### config.mk
export PLATFORM = sky130hd
export DESIGN_NAME = engine_ctrl
export DESIGN_NICKNAME = d
export VERILOG_FILES = /design/src/rtl/engine_pkg.sv /design/src/rtl/engine_ctrl_valid_pipe.sv /design/src/rtl/engine_ctrl.sv
export SDC_FILE = /design/constraint.sdc
export NUM_CORES = 1
export LEC_CHECK = 0
export ABC_CLOCK_PERIOD_IN_PS = 3400
export CORE_MARGIN = 5
export CORE_UTILIZATION = 53
export DETAILED_ROUTE_END_ITERATION = 8
export PLACE_DENSITY = 0.86
export SLEW_MARGIN = 20
export SYNTH_ARGS = -nofsm -noshare
export SYNTH_HDL_FRONTEND = slang
export SYNTH_HIERARCHICAL = 1
export SYNTH_SLANG_ARGS = --single-unit
### constraint.sdc
create_clock -name clk -period 3.4 [get_ports clk]
set_input_delay 0.68 -clock clk [delete_from_list [all_inputs] [get_ports clk]]
set_output_delay 0.68 -clock clk [all_outputs]
set_load 0.02 [all_outputs]
### src/rtl/engine_pkg.sv
// engine_pkg: shared types and constants for the convolution engine sequencer.
//   ctrl_state_t : sequencer states (IDLE, LOAD, RUN, DRAIN)
//   KERNEL_NB    : weights per kernel for the default 3x3 kernel
//   kernel_nb()  : weights per kernel for any kernel geometry
package engine_pkg;

  typedef enum logic [1:0] {
    IDLE  = 2'd0,
    LOAD  = 2'd1,
    RUN   = 2'd2,
    DRAIN = 2'd3
  } ctrl_state_t;

  localparam int KERNEL_NB = 3 * 3;

  function automatic int kernel_nb(input int kw, input int kh);
    return kw * kh;
  endfunction

endpackage

### src/rtl/engine_ctrl_valid_pipe.sv
// valid_pipe: fixed-depth shift line that regenerates the engine result strobe.
//   clk     : clock
//   rst     : synchronous active-low reset, clears the whole line
//   strobe  : engine image strobe entering the line
//   delayed : strobe delayed by exactly DEPTH cycles (result valid)
//   empty   : no pulse is held behind the output stage, i.e. after this
//             cycle the line carries nothing
module valid_pipe #(
  parameter int DEPTH = 4
) (
  input  logic clk,
  input  logic rst,
  input  logic strobe,
  output logic delayed,
  output logic empty
);

  logic [DEPTH-1:0] line_reg;

  generate
    if (DEPTH == 1) begin : g_single
      always_ff @(posedge clk) begin
        if (!rst) begin
          line_reg <= '0;
        end else begin
          line_reg <= strobe;
        end
      end
      assign empty = 1'b1;
    end else begin : g_multi
      always_ff @(posedge clk) begin
        if (!rst) begin
          line_reg <= '0;
        end else begin
          line_reg <= {line_reg[DEPTH-2:0], strobe};
        end
      end
      // The output stage is excluded so that done can coincide with the
      // last result leaving the line.
      assign empty = ~|line_reg[DEPTH-2:0];
    end
  endgenerate

  assign delayed = line_reg[DEPTH-1];

endmodule

### src/rtl/engine_ctrl.sv
// engine_ctrl: sequencer gating weight and image streams into the
// convolution engine and regenerating its result-valid strobe.
//   clk, rst                 : clock, synchronous active-low reset
//   start, cfg_reload,
//   cfg_beats                : pass request and its configuration
//   up_weight*, up_image*    : upstream weight / image handshakes
//   dn_afull                 : result FIFO almost-full back-pressure
//   eng_weight*, eng_image_valid : engine-side strobes
//   result_valid             : engine result valid this cycle
//   busy, done               : pass status
module engine_ctrl
  import engine_pkg::*;
#(
  parameter int WEIGHT_WIDTH  = 8,
  parameter int KERNEL_WIDTH  = 3,
  parameter int KERNEL_HEIGHT = 3,
  parameter int PIPE_LATENCY  = 4,
  parameter int COUNT_WIDTH   = 16
) (
  input  logic                    clk,
  input  logic                    rst,
  input  logic                    start,
  input  logic                    cfg_reload,
  input  logic [COUNT_WIDTH-1:0]  cfg_beats,
  input  logic [WEIGHT_WIDTH-1:0] up_weight,
  input  logic                    up_weight_valid,
  output logic                    up_weight_ready,
  input  logic                    up_image_valid,
  output logic                    up_image_ready,
  input  logic                    dn_afull,
  output logic [WEIGHT_WIDTH-1:0] eng_weight,
  output logic                    eng_weight_valid,
  output logic                    eng_image_valid,
  output logic                    result_valid,
  output logic                    busy,
  output logic                    done
);

  localparam int NB = kernel_nb(KERNEL_WIDTH, KERNEL_HEIGHT);
  localparam int WCNT_W = (NB > 1) ? $clog2(NB) : 1;
  localparam logic [WCNT_W-1:0] WCNT_LAST = WCNT_W'(NB - 1);

  ctrl_state_t            state_reg, state_next;
  logic [WCNT_W-1:0]      wcnt_reg, wcnt_next;
  logic [COUNT_WIDTH-1:0] beats_reg, beats_next;
  // High when the previous cycle was already DRAIN: DRAIN always lasts at
  // least one cycle before done, even with an empty line.
  logic                   dwell_reg;
  logic                   pipe_empty;

  always_ff @(posedge clk) begin
    if (!rst) begin
      state_reg <= IDLE;
      wcnt_reg  <= '0;
      beats_reg <= '0;
      dwell_reg <= 1'b0;
    end else begin
      state_reg <= state_next;
      wcnt_reg  <= wcnt_next;
      beats_reg <= beats_next;
      dwell_reg <= (state_reg == DRAIN);
    end
  end

  always_comb begin
    state_next       = state_reg;
    wcnt_next        = wcnt_reg;
    beats_next       = beats_reg;
    up_weight_ready  = 1'b0;
    up_image_ready   = 1'b0;
    eng_weight_valid = 1'b0;
    eng_image_valid  = 1'b0;
    done             = 1'b0;
    case (state_reg)
      IDLE: begin
        if (start) begin
          beats_next = cfg_beats;
          if (cfg_reload) begin
            state_next = LOAD;
          end else if (cfg_beats == '0) begin
            state_next = DRAIN;
          end else begin
            state_next = RUN;
          end
        end
      end
      LOAD: begin
        up_weight_ready = 1'b1;
        if (up_weight_valid) begin
          eng_weight_valid = 1'b1;
          if (wcnt_reg == WCNT_LAST) begin
            // Exactly NB strobes: the engine token ring is back home.
            wcnt_next  = '0;
            state_next = (beats_reg == '0) ? DRAIN : RUN;
          end else begin
            wcnt_next = wcnt_reg + WCNT_W'(1);
          end
        end
      end
      RUN: begin
        up_image_ready = !dn_afull;
        if (up_image_valid && !dn_afull) begin
          eng_image_valid = 1'b1;
          beats_next      = beats_reg - COUNT_WIDTH'(1);
          if (beats_reg == COUNT_WIDTH'(1)) begin
            state_next = DRAIN;
          end
        end
      end
      DRAIN: begin
        if (dwell_reg && pipe_empty) begin
          done       = 1'b1;
          state_next = IDLE;
        end
      end
      default: state_next = IDLE;
    endcase
  end

  assign busy       = (state_reg != IDLE);
  assign eng_weight = up_weight;

  valid_pipe #(
    .DEPTH(PIPE_LATENCY)
  ) u_valid_pipe (
    .clk    (clk),
    .rst    (rst),
    .strobe (eng_image_valid),
    .delayed(result_valid),
    .empty  (pipe_empty)
  );

endmodule

---- Word-level counts from Yosys, hierarchy flattened ----
Index checks and enable logic that the tools add are counted.
W data, S select, Z words.
cells by class
  add/subtract/negate cells ............... 2
  equality and inequality tests ........... 11
  mux-type cells .......................... 22
  reductions and logical operators ........ 13
operators by type and width
  cell                     number
  $logic_not A16 Y1        2
  $mux W16                 2
  $pmux W16 S2             1
  $eq A16 B1 Y1 const B    1
  $sub A16 B1 Y16 const B  1
  $mux W2                  7
  $mux W1                  10
  $ne A2 B2 Y1 const B     5
  $pmux W2 S4              1
  $reduce_and A6 Y1        1
  $add A4 B1 Y4 const B    1
  $eq A2 B2 Y1 const B     2
  $eq A4 B4 Y1 const B     1
  $mux W4                  1
  $reduce_bool A2 Y1       2
  $reduce_and A3 Y1        1
  $reduce_or A3 Y1         1
  $eq A2 B1 Y1 const B     1
  $logic_and A1 B1 Y1      2
  $logic_not A1 Y1         2
  $logic_not A2 Y1         1
  $ne A2 B1 Y1 const B     1
  $reduce_and A2 Y1        1
storage, ports and cells
  register bits ........................... 27
  bits of input ports ..................... 31
  output and inout bits ................... 15
  word-level logic and storage cells ...... 53

---- Longest topological paths before layout ----
Gate-level depths: netlist of the first run.
  depth in word-level cells ............... 5
  depth in mapped cells ................... 10
  depth with buffers taken out ............ 7

---- Cells and area by module ----
Netlist of the first run, hierarchy kept.
modules (own cells, without submodules)
  module       instances  cells an instance  area each (µm²)  sequential area each (µm²)
  engine_ctrl  1          214                1,695.4          460.4
  valid_pipe   1          9                  115.1            80.1

---- Least setup slack after synthesis of the first run ----
Ideal clock, no wire load.
  kind .................................... register -> output
  start point ............................. register state_reg[0]
  end point ............................... output eng_image_valid
  arrival ................................. 1,942 ps
  setup slack ............................. 778 ps
  cell stages (with the launch flop) ...... 8
  buffers on the path ..................... 3
  cells stage by stage .................... dfxtp_1 inv_1 ha_1 buf_6 clkbuf_1 clkbuf_1 nor2b_1 and2_1
on the way
  longest elaborated chain between the ends .. 2
ends and longest elaborated chain
  element                 line               source
  start, declared         engine_ctrl.sv:43  ctrl_state_t state_reg, state_next;
  start signal, assigned  engine_ctrl.sv:58  state_reg <= state_next;
  $eq A2 B2 Y1            engine_ctrl.sv:74  case (state_reg)
  $mux W1                 engine_ctrl.sv:74
  end, declared           engine_ctrl.sv:33  output logic eng_image_valid,
Every way passes these cells.

---- Worst setup path in the final report of the first run ----
Ends and elaborated chain as after synthesis.

==> results of run 1 <==
## critical path: stages (launching register included)
cell,delay [ns]
dfxtp_1,0.38
inv_1,0.11
ha_1,0.54
nor2b_1,0.23
and2_1,0.15
clkdlybuf4s50_1,0.60
## cell type report
cell class	count	area [um2]
fillers	306	1200
well taps	46	57.6
repair buffers	33	320
clock buffers	3	22.5
clock inverters	1	7.51
multi-input cells	162	1100
flip-flops and latches	27	541
inverters	16	60.1
## power groups by stage
stage | logic [mW] | clock network (mW) | registers, mW
6_report | 1.09 | 0.146 | 0.513
5_1_grt | 1.22 | 0.161 | 0.529
4_1_cts | 1.08 | 0.152 | 0.510
3_5_place_dp | 1.08 | 0 | 0.518
3_3_place_gp | 1.05 | 0 | 0.515
2_1_floorplan | 0.858 | 0 | 0.495
## cell usage in the layout (no fill, tap or decap), types with 5 or more instances in the layout
cell type         n
o21ai_0           9
ha_1              9
and2_1            9
o22ai_1           5
dfxtp_1          27
nand2_1          20
nor2b_1           5
inv_1            16
a21oi_1          16
nor3_1            6
clkdlybuf4s50_1  29
nor2_1           17
nor4_1            9
## metal layers
layer	GRT usage, %	share of wire (%)	vias to the layer above
met5	0	0	-
met4	5.71	0.93	0
met3	1.64	5.3	4
met2	33.7	49	40
met1	23.7	44	759
li1	-	-	836
## path summary, 6_finish.rpt
check,startpoint,to,cells after the start
setup / recovery,state_reg[0],eng_image_valid,5
hold / removal,u_valid_pipe/line_reg[1],u_valid_pipe/line_reg[2],1
setup reg to reg,state_reg[0],beats_reg[12],7
hold reg to reg,u_valid_pipe/line_reg[1],u_valid_pipe/line_reg[2],1
## kinds of logic (layout without fill, tap and decap cells)
group	Yosys count	in the layout	share of synthesized area (%)
compound gates	61	61	24.5
flops	27	27	29.9
simple gates	88	88	28.0
buf+inv	34	53	9.19
mux	4	4	2.28
fa+ha+maj	9	9	6.22
## stage by stage
stage / std cells / utilization, % / power (mW) / cell area, um2
6_report: 288 / 63.8 / 1.75 / 2110
5_1_grt: 288 / 63.8 / 1.91 / 2110
4_1_cts: 288 / 63.8 / 1.74 / 2110
3_5_place_dp: 284 / 62.9 / 1.59 / 2080
3_3_place_gp: 284 / 62.9 / 1.57 / 2080
2_1_floorplan: 223 / - / 1.35 / 1810
==> impl_metrics.json, run 1 <==
{
  "worst_slew_pin_slew_ns": 0.787,
  "ir_drop_v": 0.000395,
  "p_sw_share_pct": 47.2,
  "netlist_area_um2": 1810,
  "cts_tree": "done",
  "hold_violations": 0,
  "synthTopCellsByArea": "dfxtp_1 30%, ha_1 6.2%, a21oi_1 4.4%, nand2_1 4.1%, nor2_1 3.5%",
  "drt_iter0_markers": 181,
  "synth_seq_cells": 27,
  "die-area_um2": 4680,
  "worstPathRequired_ns": 2.72,
  "yosys_warnings": 6,
  "start_util_pct": 54.7,
  "hold_buffers": 0,
  "dp_slack_ns": 0.670,
  "syn_nets": 263,
  "finalSetupViolations": 0,
  "antenna_found_initial": 0,
  "grt_pass1_wl_um": 6790,
  "powerDensity_nw_per_um2": 827,
  "clk_path_buf_depth": 2,
  "worstSetupEndpointType": "primary output",
  "path_clk_slew_ns": 0.16,
  "tns_ns": 0,
  "worstPathMaxFanout": 18,
  "place_hpwl_um": 3070,
  "die_w_um": 68.4,
  "grt_overflow_total": 0,
  "vias_per_cell": 5.69,
  "synth-seq-area-share_pct": 29.9,
  "port_buffers": 29,
  "largest_reg_flops": 16,
  "pwr-share-clk_pct": 8.4,
  "core_area_um2": 3310,
  "reg2reg_slack_ns": 0.69,
  "die_h_um": 68.4,
  "cts_root_buf": "clkbuf_4",
  "cts-resized-gates": 0,
  "cts_setup_buffers": 0,
  "fin_ws_ns": 0.374,
  "grt_max_degree": 28,
  "synthToLayoutAreaGrowth_pct": 16.7,
  "h-tree-depth": 1,
  "syn-mean-instance-area_um2": 8.12,
  "drc": 0,
  "status": "finished, final reports clean",
  "slew_headroom_pct": 47.5,
  "timing.fmax_ghz": 0.330,
  "io_pins": 46,
  "clkLatencyLatePin_ns": 0.33,
  "power_frac_comb_pct": 62.3,
  "yosys.area.top_type": "dfxtp_1",
  "ant_nets": 0,
  "row_count": 21,
  "ys.flop_type": "dfxtp_1",
  "maxSlewViolCount": 0,
  "fin_worst_skew_ns": 0.0111,
  "num_vias": 1639,
  "p_seq_share_pct": 29.3,
  "drt_pass1_iterations": 4,
  "rsz0062_at_grt": "no",
  "p_switching_mw": 0.824,
  "first_global_vias": 1548,
  "p_leak_nw": 0.796,
  "crit_arrival_ns": 2.35,
  "crit_type": "flop to primary output",
  "cts_made_buffers": 3,
  "routed_wl_um": 4070,
  "critPathLaunchType": "flop",
  "intPower_mw": 0.923,
  "synth_cell_types": 52,
  "synth_common_cells": "27 x dfxtp_1, 20 x nand2_1, 17 x nor2_1",
  "synth_edf_count": 0,
  "async_flop_share_pct": 0,
  "cap_violations": 0,
  "hold_ws_ns": 0.508,
  "grt_use_total_pct": 18.9,
  "fin_crit_ns": 3.03,
  "synth_most_common_cell": "dfxtp_1",
  "syn_inst": 223,
  "period_share_pct": 89.0,
  "fin_nets": 283,
  "drive_gt1_share_pct": 10.7,
  "place.gp.congestion": 0.883,
  "numClockSinks": 27,
  "wire_per_inst_um": 14.1,
  "diodes": 0,
  "synth_top_area_share_pct": 29.9,
  "hp-class": "flop to flop"
}
No activity file was read; power rests on OpenSTA's default activity.
==> run 2: changes to the inputs <==
--- a/config.mk
+++ b/config.mk
@@ -6,7 +6,6 @@
 export NUM_CORES = 1
 export LEC_CHECK = 0
 export ABC_CLOCK_PERIOD_IN_PS = 3400
-export CORE_MARGIN = 5
 export CORE_UTILIZATION = 53
 export DETAILED_ROUTE_END_ITERATION = 8
 export PLACE_DENSITY = 0.86
==> run 2 against run 1 <==
Net effect:
- cell count fell by 0.69%
- die area shrank 22%
- sequential cell count is the same
- maximum frequency up 5.7%
- register-to-register slack better by 0.40 ns
- core utilization increased by 3.1 points
- highest routed layer unchanged
- wire length down 2.6%
- clock power is 4% higher
- critical path type unchanged
- worst hold slack worse by 0.012 ns
- non-clock buffer count did not move
==> impl_metrics.json, run 2 (synthesized netlist as in run 1, its figures left out) <==
{
  "maxSlewViolCount": 0,
  "crit_type": "flop to primary output",
  "period_share_pct": 84.2,
  "die_h_um": 60.4,
  "num_vias": 1674,
  "cts_made_buffers": 3,
  "dp_slack_ns": 0.647,
  "critPathLaunchType": "flop",
  "dr.max_layer_used": "met4",
  "drt_iter0_markers": 153,
  "cts-resized-gates": 0,
  "crit_buf_inv": 3,
  "timing.fmax_ghz": 0.349,
  "grt_overflow_total": 0,
  "drt_pass1_iterations": 4,
  "vias_per_cell": 5.85,
  "drive_gt1_share_pct": 10.7,
  "hp-class": "flop to flop",
  "h-tree-depth": 1,
  "routed_wl_um": 3970,
  "cts_root_buf": "clkbuf_4",
  "dp.cells": 282,
  "finalSetupViolations": 0,
  "r2r-start": "state_reg[0]",
  "row_count": 20,
  "min-delay-start": "u_valid_pipe/line_reg[0]",
  "worstSetupPathDepth": 6,
  "tns_ns": 0,
  "antenna_found_initial": 0,
  "cts_tree": "done",
  "fin_worst_skew_ns": 0.0144,
  "fin_nets": 283,
  "reg2reg_slack_ns": 1.09,
  "worstPathRequired_ns": 2.72,
  "clkLatencyLatePin_ns": 0.34,
  "cts_setup_buffers": 0,
  "crit_arrival_ns": 2.18,
  "place_area_um2": 2080,
  "crit_chain": "inv_1, ha_1, buf_4, nor2b_1, and2_1, clkdlybuf4s50_1",
  "status": "finished, final reports clean",
  "wire_per_inst_um": 13.9,
  "slew_headroom_pct": 48.1,
  "die-area_um2": 3650,
  "worstRegToRegCells": 8,
  "nFillCells": 291,
  "wl_met3_um": 208,
  "finalInstanceArea_um2": 2110,
  "wl_met1_um": 1880,
  "fin_crit_ns": 2.86,
  "grt_max_degree": 27,
  "worstSetupEndpointType": "primary output",
  "synthToLayoutAreaGrowth_pct": 16.5,
  "wl_met2_um": 1820,
  "start_util_pct": 57.4,
  "final_common_cell": "clkdlybuf4s50_1",
  "hold_ws_ns": 0.495,
  "finalNonFillerCells": 286,
  "hold_buffers": 0,
  "worst_slew_pin_slew_ns": 0.771,
  "clk_path_buf_depth": 2,
  "die_w_um": 60.4,
  "slowest_stage": "clkdlybuf4s50_1",
  "first_global_vias": 1543,
  "cap_violations": 0,
  "ant_nets": 0,
  "path_clk_slew_ns": 0.17,
  "ir_drop_v": 0.000481,
  "powerDensity_nw_per_um2": 829,
  "cp_top_family": "buffers and inverters",
  "grt_pass1_wl_um": 6660,
  "seq_area_um2": 541,
  "p_total_mw": 1.75,
  "final_cell_mix": "29 x clkdlybuf4s50_1, 27 x dfxtp_1, 20 x nand2_1",
  "rsz0062_at_grt": "no",
  "place.gp.congestion": 0.830,
  "drc": 0,
  "io_pins": 46,
  "grt_use_total_pct": 24.0,
  "core_area_um2": 3150,
  "diodes": 0,
  "port_buffers": 29,
  "numClockSinks": 27,
  "crit_path_start": "state_reg[0]",
  "fin_ws_ns": 0.537,
  "hold_violations": 0,
  "endpoint": "eng_image_valid",
  "p_leak_nw": 0.797,
  "slowest_delay_ns": 0.60,
  "worstPathMaxFanout": 21,
  "place_hpwl_um": 2910,
  "fin_util_pct": 66.9,
  "multi_input_area_um2": 1100,
  "r2r_end": "beats_reg[12]",
  "largest_reg_flops": 16
}
[run 2: where the power goes]
part           total, mW  switching (mW)  internal, mW
Combinational       1.08           0.615         0.468
Clock              0.152           0.107        0.0451
Sequential         0.513           0.109         0.404
[run 2: how the worst min path moves through the flow]
stage                               end  slack [ns]  depth (start not counted)
2_1_floorplan  u_valid_pipe/line_reg[2]        0.45                          1
3_3_place_gp   u_valid_pipe/line_reg[2]        0.46                          1
3_5_place_dp   u_valid_pipe/line_reg[1]        0.47                          1
4_1_cts        u_valid_pipe/line_reg[1]        0.50                          1
5_1_grt        u_valid_pipe/line_reg[2]        0.52                          1
6_report       u_valid_pipe/line_reg[1]        0.50                          1
[run 2: routing by layer]
metal  track usage (%)  up-vias
li1                  -      830
met1              31.8      784
met2              39.1       50
met3              4.48       10
met4              8.44        0
met5                 0        -
[run 2: layout make-up]
type / instances / share of cell area [%]
clock buffer: 3 / 1.07
clock inverter: 1 / 0.356
inverter: 16 / 2.85
multi-input combinational: 162 / 52.3
sequential: 27 / 25.6
tap: 44 / 2.61
timing repair buffer: 33 / 15.2
